### src/rtl/button_debouncer_if.sv
// Signal bundle between a raw board pin and the debouncer.
// dbg_state exposes the debouncer FSM state for checkers.
interface button_debouncer_if;
  logic       btn_in;
  logic       db_out;
  logic       rise_pulse;
  logic       fall_pulse;
  logic       toggle_out;
  logic [1:0] dbg_state;

  // master drives the raw pin and observes results; slave is the debouncer.
  modport master (
    output btn_in,
    input  db_out, rise_pulse, fall_pulse, toggle_out, dbg_state
  );
  modport slave (
    input  btn_in,
    output db_out, rise_pulse, fall_pulse, toggle_out, dbg_state
  );
endinterface

### src/rtl/button_debouncer.sv
// Synchroniser plus counter-qualified debounce FSM with registered level and edge pulses.
// Define DEBOUNCER_TOGGLE_EN to build the press-toggle flop behind toggle_out.
module button_debouncer #(
  parameter int unsigned STABLE_CYCLES = 500000,
  parameter int unsigned SYNC_STAGES   = 2,
  parameter logic        RESET_LEVEL   = 1'b0
) (
  input logic               clk,
  input logic               rst,
  button_debouncer_if.slave bus
);

  localparam int unsigned CNT_W = (STABLE_CYCLES > 1) ? $clog2(STABLE_CYCLES) : 1;
  localparam logic [CNT_W-1:0] CNT_MAX  = CNT_W'(STABLE_CYCLES - 1);
  localparam logic [CNT_W-1:0] CNT_ONE  = CNT_W'(1);
  localparam logic [CNT_W-1:0] CNT_ZERO = '0;

  typedef enum logic [1:0] {
    STABLE_LO = 2'd0,
    WAIT_HI   = 2'd1,
    STABLE_HI = 2'd2,
    WAIT_LO   = 2'd3
  } state_t;

  localparam state_t RESET_STATE = RESET_LEVEL ? STABLE_HI : STABLE_LO;

  logic [SYNC_STAGES-1:0] sync_q, sync_d;
  state_t                 state_q, state_d;
  logic [CNT_W-1:0]       cnt_q, cnt_d;
  logic                   db_q, db_d;
  logic                   rise_q, rise_d;
  logic                   fall_q, fall_d;
  logic                   s;

  assign s = sync_q[SYNC_STAGES-1];

  always_comb begin
    sync_d  = {sync_q[SYNC_STAGES-2:0], bus.btn_in};
    state_d = state_q;
    cnt_d   = cnt_q;
    db_d    = db_q;
    rise_d  = 1'b0;
    fall_d  = 1'b0;
    case (state_q)
      STABLE_LO: begin
        if (s) begin
          state_d = WAIT_HI;
          cnt_d   = CNT_ONE;
        end else begin
          cnt_d   = CNT_ZERO;
        end
      end
      WAIT_HI: begin
        // Any reversion of s restarts qualification from zero.
        if (!s) begin
          state_d = STABLE_LO;
          cnt_d   = CNT_ZERO;
        end else if (cnt_q == CNT_MAX) begin
          state_d = STABLE_HI;
          db_d    = 1'b1;
          rise_d  = 1'b1;
          cnt_d   = CNT_ZERO;
        end else begin
          cnt_d   = cnt_q + CNT_ONE;
        end
      end
      STABLE_HI: begin
        if (!s) begin
          state_d = WAIT_LO;
          cnt_d   = CNT_ONE;
        end else begin
          cnt_d   = CNT_ZERO;
        end
      end
      WAIT_LO: begin
        if (s) begin
          state_d = STABLE_HI;
          cnt_d   = CNT_ZERO;
        end else if (cnt_q == CNT_MAX) begin
          state_d = STABLE_LO;
          db_d    = 1'b0;
          fall_d  = 1'b1;
          cnt_d   = CNT_ZERO;
        end else begin
          cnt_d   = cnt_q + CNT_ONE;
        end
      end
      default: begin
        state_d = RESET_STATE;
        cnt_d   = CNT_ZERO;
      end
    endcase
  end

  always_ff @(posedge clk or posedge rst) begin
    if (rst) begin
      sync_q  <= {SYNC_STAGES{RESET_LEVEL}};
      state_q <= RESET_STATE;
      cnt_q   <= CNT_ZERO;
      db_q    <= RESET_LEVEL;
      rise_q  <= 1'b0;
      fall_q  <= 1'b0;
    end else begin
      sync_q  <= sync_d;
      state_q <= state_d;
      cnt_q   <= cnt_d;
      db_q    <= db_d;
      rise_q  <= rise_d;
      fall_q  <= fall_d;
    end
  end

  assign bus.db_out     = db_q;
  assign bus.rise_pulse = rise_q;
  assign bus.fall_pulse = fall_q;
  assign bus.dbg_state  = state_q;

`ifdef DEBOUNCER_TOGGLE_EN
  logic toggle_q, toggle_d;

  // Flips on the edge after the registered rise pulse.
  always_comb begin
    toggle_d = toggle_q ^ rise_q;
  end

  always_ff @(posedge clk or posedge rst) begin
    if (rst) begin
      toggle_q <= 1'b0;
    end else begin
      toggle_q <= toggle_d;
    end
  end

  assign bus.toggle_out = toggle_q;
`else
  assign bus.toggle_out = 1'b0;
`endif

endmodule

### src/flat_wrapper.sv
// flat-port wrapper written by rule: the top's interface ports become plain ports
module button_debouncer_flat 
#(
  parameter int unsigned STABLE_CYCLES = 500000,
  parameter int unsigned SYNC_STAGES   = 2,
  parameter logic        RESET_LEVEL   = 1'b0
)
  (clk, rst, bus_btn_in, bus_db_out, bus_rise_pulse, bus_fall_pulse, bus_toggle_out, bus_dbg_state);
  button_debouncer_if bus_i ();
  input logic clk;
  input logic rst;
  input wire logic [$bits(bus_i.btn_in)-1:0] bus_btn_in;
  output wire logic [$bits(bus_i.db_out)-1:0] bus_db_out;
  output wire logic [$bits(bus_i.rise_pulse)-1:0] bus_rise_pulse;
  output wire logic [$bits(bus_i.fall_pulse)-1:0] bus_fall_pulse;
  output wire logic [$bits(bus_i.toggle_out)-1:0] bus_toggle_out;
  output wire logic [$bits(bus_i.dbg_state)-1:0] bus_dbg_state;
  assign bus_i.btn_in = bus_btn_in;
  assign bus_db_out = bus_i.db_out;
  assign bus_rise_pulse = bus_i.rise_pulse;
  assign bus_fall_pulse = bus_i.fall_pulse;
  assign bus_toggle_out = bus_i.toggle_out;
  assign bus_dbg_state = bus_i.dbg_state;
  button_debouncer #(.STABLE_CYCLES(STABLE_CYCLES), .SYNC_STAGES(SYNC_STAGES), .RESET_LEVEL(RESET_LEVEL)) u_core (.clk(clk), .rst(rst), .bus(bus_i));
endmodule
### config.mk
export PLATFORM = sky130hd
export DESIGN_NAME = button_debouncer_flat
export DESIGN_NICKNAME = d
export VERILOG_FILES = /design/src/rtl/button_debouncer_if.sv /design/src/rtl/button_debouncer.sv /design/src/flat_wrapper.sv
export SDC_FILE = /design/constraint.sdc
export NUM_CORES = 1
export LEC_CHECK = 0
export ABC_CLOCK_PERIOD_IN_PS = 2500
export BUFFER_PORTS_ARGS = -buffer_cell sky130_fd_sc_hd__buf_4
export CORE_MARGIN = 8
export CORE_UTILIZATION = 54
export CTS_CLUSTER_DIAMETER = 100
export CTS_CLUSTER_SIZE = 16
export DETAILED_ROUTE_END_ITERATION = 8
export HOLD_SLACK_MARGIN = 0.08
export PLACE_DENSITY = 0.73
export SLEW_MARGIN = 10
export SYNTH_ARGS = -nofsm -noshare
export SYNTH_HDL_FRONTEND = slang
export SYNTH_SLANG_ARGS = --single-unit
export TNS_END_PERCENT = 10
### constraint.sdc
create_clock -name clk -period 2.5 [get_ports clk]
set_clock_uncertainty 0.15 [all_clocks]
set_input_delay 0.125 -clock clk [delete_from_list [all_inputs] [get_ports clk]]
set_output_delay 0.125 -clock clk [all_outputs]
set_load 0.02 [all_outputs]
Yosys cells after proc, flatten, opt, wreduce, memory -nomap -nowiden
Cells that the tools add are included.
{"block": "op_classes", "add_sub_neg": 1, "n_eq_ne": 12, "n_mux": 23, "reduce_logical": 4}
{"operator": "19-bit case mux with 4 select lines", "count": 1}
{"operator": "19-bit two-way mux", "count": 3}
{"operator": "19-bit by 1-bit adder with 19-bit output, second input constant", "count": 1}
{"operator": "19-bit equality test, second input constant", "count": 1}
{"operator": "2-bit two-way mux", "count": 6}
{"operator": "1-bit two-way mux", "count": 11}
{"operator": "2-bit by 1-bit inequality test with 1-bit output, second input constant", "count": 4}
{"operator": "2-bit case mux with 4 select lines", "count": 1}
{"operator": "5-bit AND reduction", "count": 1}
{"operator": "2-bit equality test, second input constant", "count": 2}
{"operator": "2-bit inequality test, second input constant", "count": 2}
{"operator": "4-bit AND reduction", "count": 1}
{"operator": "3-bit by 1-bit inequality test with 1-bit output, second input constant", "count": 1}
{"operator": "3-bit inequality test, second input constant", "count": 1}
{"operator": "2-bit by 1-bit equality test with 1-bit output, second input constant", "count": 1}
{"operator": "2-bit logical NOT", "count": 1}
{"operator": "1-bit case mux with 2 select lines", "count": 1}
{"operator": "2-bit nonzero test", "count": 1}
{"block": "totals", "regBits": 26, "in_bits": 3, "word_cells": 46}

Longest topological paths before layout
{"block": "depth", "word_depth": 4, "depth_mapped": 7}

Least setup slack after synthesis
Ideal clock, no wire load.
{"block": "synth_path", "path_type": "flip-flop to flip-flop", "startpoint": "register u_core.cnt_q[0]", "endpoint": "register u_core.cnt_q[10]", "setup_ns": 0.071, "arrival_ns": 1.569, "required_ns": 2.279, "setup_slack_ns": 0.710, "path_stages_with_launch": 8, "period_less_slack_ns": 1.790, "path_cell_list": "dfrtp_1 -> ha_1 -> and3_1 -> buf_2 -> and3_1 -> a21o_2 -> buf_2 -> nor2_1"}
{"block": "synth_via", "elab_chain_len": 4}
{"item": "start: declaration", "line_no": "button_debouncer.sv:29", "text": "logic [CNT_W-1:0] cnt_q, cnt_d;"}
{"item": "start signal: assignment", "line_no": "button_debouncer.sv:106", "text": "cnt_q <= cnt_d;"}
{"item": "19-bit by 1-bit adder with 19-bit output / 19-bit equality test (equally long branches)"}
{"item": "19-bit two-way mux (*)", "line_no": "button_debouncer.sv:58, button_debouncer.sv:79"}
{"item": "19-bit two-way mux (on tied branches)", "line_no": "button_debouncer.sv:76, button_debouncer.sv:55"}
{"item": "19-bit case mux with 4 select lines (*)", "line_no": "button_debouncer.sv:44", "text": "case (state_q)"}
{"item": "net u_core.cnt_d[10]", "line_no": "button_debouncer.sv:29"}
The timed path passes the listed nets; every way through them passes the cells marked *.
A chain may end at the register's enable or synchronous reset.

Worst setup path in the final report
{"block": "layout_path", "startpoint": "register u_core.cnt_q[0]", "endpoint": "register u_core.cnt_q[3]"}
The elaborated chain is that of the path after synthesis.

==> impl_results.md <==
* Yosys reg bits at 26
* CP startpoint kind: flip-flop
* Number of DRC markers in iteration 0 at 50
* Cell area after synthesis at around 1300 um2
* Root buffer selected by CTS: clkbuf_4
* Slowest stage delay, CP at a little over 400 ps
* VDD IR max at 396 uV
* Starting Density at 57.5%
* Setup crit end: u_core.cnt_q[3]$_DFF_PP0_
* Drt total wl at 2250 um
* Layout cell share with drive strength beyond 1 at between 15 and 20%
* Critical path, cell by cell: ha_1, and3_1, and3_1, a21o_2, nor2_1
* GRT overflow at 0
* First-pass GRT wire length at 4170 um
* Clk_lat worst skew at slightly above 300 ps
* WL per Instance at 14.1 um
* Number of flops mapped to enable cells by yosys at 0
* Post-DRT Antenna Nets at 0
* Synth Flop Type: dfrtp_1
* Syn avg cell area at around 10 um2
* Num CTS Buffers at 3
* Fin crit period at between 1500 and 2000 ps
* Worst reg2reg path depth at 5
* Inserted Diodes at 0
* Number of global-route vias before repair at between 900 and 1000
* # DRC at 0
* CTS tree: yes
* Sink Count at 26
* Area delta synth->final at 10.6%
* Non-Filler Instances at 160
* Vias per cell at between 5 and 6
* Crit path top cell by count: and3_1
* Largest net degree at the start of global routing at 27
* Slowest-stage cell, CP: dfrtp_1
* Cell taking the most area after synthesis: dfrtp_1
* I/O pins at 9
* Power per cell area at between 500 and 600 nW/um2
* R2r setup slk at between 600 and 700 ps
* Leak pwr at 0.612 nW
* # setup viols final at 0
* Slew Limit Fails at 0
* Synth cell types at 32
* Req. time, crit path at between 2000 and 3000 ps
* Outcome: complete, no violations
* Synth Instances at roughly 120
* Top post-synthesis cells by area: dfrtp_1, nor2_1, xnor2_1
* Max Clk Rate at around 0.54 GHz
* Die Area at roughly 4200 um2
* First-pass DRT Iterations at 4
* Max transition margin at 36.5%
* Worst r2r src: u_core.cnt_q[0]$_DFF_PP0_
* Core Rows at 17
* RR Endpoint: u_core.cnt_q[3]$_DFF_PP0_
* CP Capture Type: flip-flop
* Most frequent cells in the layout: dfrtp_1, nor2_1, nand3_1
* Mapped Nets at between 100 and 150
* Maximum buffer depth of the clock tree at 2
* Routability Congestion at roughly 0.85
* Worst setup path category: flip-flop to flip-flop
* Vias post-DR at between 900 and 1000
* Min-Delay Path Class: flip-flop to flip-flop
* Max H-tree Level at 1
* RSZ-0062 raised after global routing: no
* Syn. warnings at 0
* Initial antenna violation count at 0
* Worst Tran Pin Value at 952 ps
* Crit path max fanout at 16
* Final period util at approximately 74%
* GRT Overall Usage at between 10% and 20%
* Post-CTS Setup Bufs at 0
* CP Launch Point: u_core.cnt_q[0]$_DFF_PP0_
* Yosys top cell area share at roughly 51%
* Post-synthesis sequential area ratio at approximately half
* Commonest non-fill, non-tap cell in the layout: dfrtp_1
* Die H at 64.5 um
* Placed Cells at approximately 150
* Detail Placement HPWL at between 1500 and 2000 um
* Nets at between 100 and 150
* Core area at roughly 2200 um2
* Setup tns final at 0 ps
* CP Data Arrival Time at 1900 ps
* Die width at 64.5 um
* I/O Buffers at 7
* Ys async rst share at 100%
* Max Cap Viol at 0
* Clk slew on worst S/H paths at ~130 ps
* Final Hold Fails at 0
flip-flops by register name (all words and copies together) (netlist names), named ones only:
signal	cells
u_core.bus.db_out	1
u_core.bus.dbg_state	1
u_core.bus.fall_pulse	1
u_core.bus.rise_pulse	1
u_core.cnt_q	19
u_core.sync_q	2
through the flow:
step	power, mW	instance area [um2]	hold WS [ps]	util, %	worst slack, ps
2_1_floorplan	0.457	1270	6.43	-	710
3_3_place_gp	0.463	1340	85.6	60.4	738
3_5_place_dp	0.464	1340	91.5	60.4	673
4_1_cts	0.746	1410	228	63.6	652
5_1_grt	0.771	1410	244	63.6	478
6_report	0.739	1410	224	63.6	650
critical path, delay by kind of cell, from the launching register on:
kind / cells / cell delay, ps
AOI/OAI and AO/OA: 1 / 320
DFF: 1 / 410
and+or+nand+nor: 3 / 650
adders and majority gates: 1 / 210
what timing repair did:
item | in CTS | in global routing
hold endpoints to repair | 27 | 0
hold buffers | 2 | 0
resized for setup | 0 | 0
power breakdown:
part	internal (mW)	switching [mW]	total, mW
Combinational	0.00924	0.0196	0.0288
Sequential	0.425	0.00368	0.429
Clock	0.162	0.119	0.281
Total	0.596	0.142	0.739
per-layer routing:
layer	part of all wire, %	global-route usage (%)
met1	47	16.2
met2	49	18.9
met3	3.0	2.75
met4	1.2	5.99
met5	0	0
logic make-up after synthesis:
family,share of synthesized area (%)
adders and majority gates,0.983
buffers and inverters,3.44
other,0.295
DFF,51.1
and+or+nand+nor,27.5
xor gates and xnor gates,8.26
AOI/OAI and AO/OA,8.36
synthesized netlist by cell type, types with 2 or more instances:
library cell   n
buf_2          2
xor2_1         6
nand4_1        6
inv_1          5
dfrtp_1       26
or3_1          7
nand4_4        2
nor2_1        16
xnor2_1        6
nor4_1         2
nand3_1        9
buf_4          2
nand2_1        3
o21ai_0        7
and3_1         3
a21oi_1        5
final cells by class:
cell class	count	area, um2
Fill cell	183	805
Sequential cell	26	651
Multi-Input combinational cell	88	578
Timing Repair Buffer	9	72.6
Tap cell	28	35.0
Clock inverter	1	30.0
Clock buffer	3	22.5
Inverter	5	18.8
worst min path at each step:
stage                                          start                         end  slack, ps  cells after the start
after global placement                    bus_btn_in  u_core.sync_q[0]$_DFF_PP0_         90                      1
after detailed placement                  bus_btn_in  u_core.sync_q[0]$_DFF_PP0_         90                      1
after global routing      u_core.sync_q[0]$_DFF_PP0_  u_core.sync_q[1]$_DFF_PP0_        240                      0
after CTS                 u_core.sync_q[0]$_DFF_PP0_  u_core.sync_q[1]$_DFF_PP0_        230                      0
final                     u_core.sync_q[0]$_DFF_PP0_  u_core.sync_q[1]$_DFF_PP0_        220                      0
after floorplan                           bus_btn_in  u_core.sync_q[0]$_DFF_PP0_          6                      0
No activity file was read; power rests on OpenSTA's default activity.
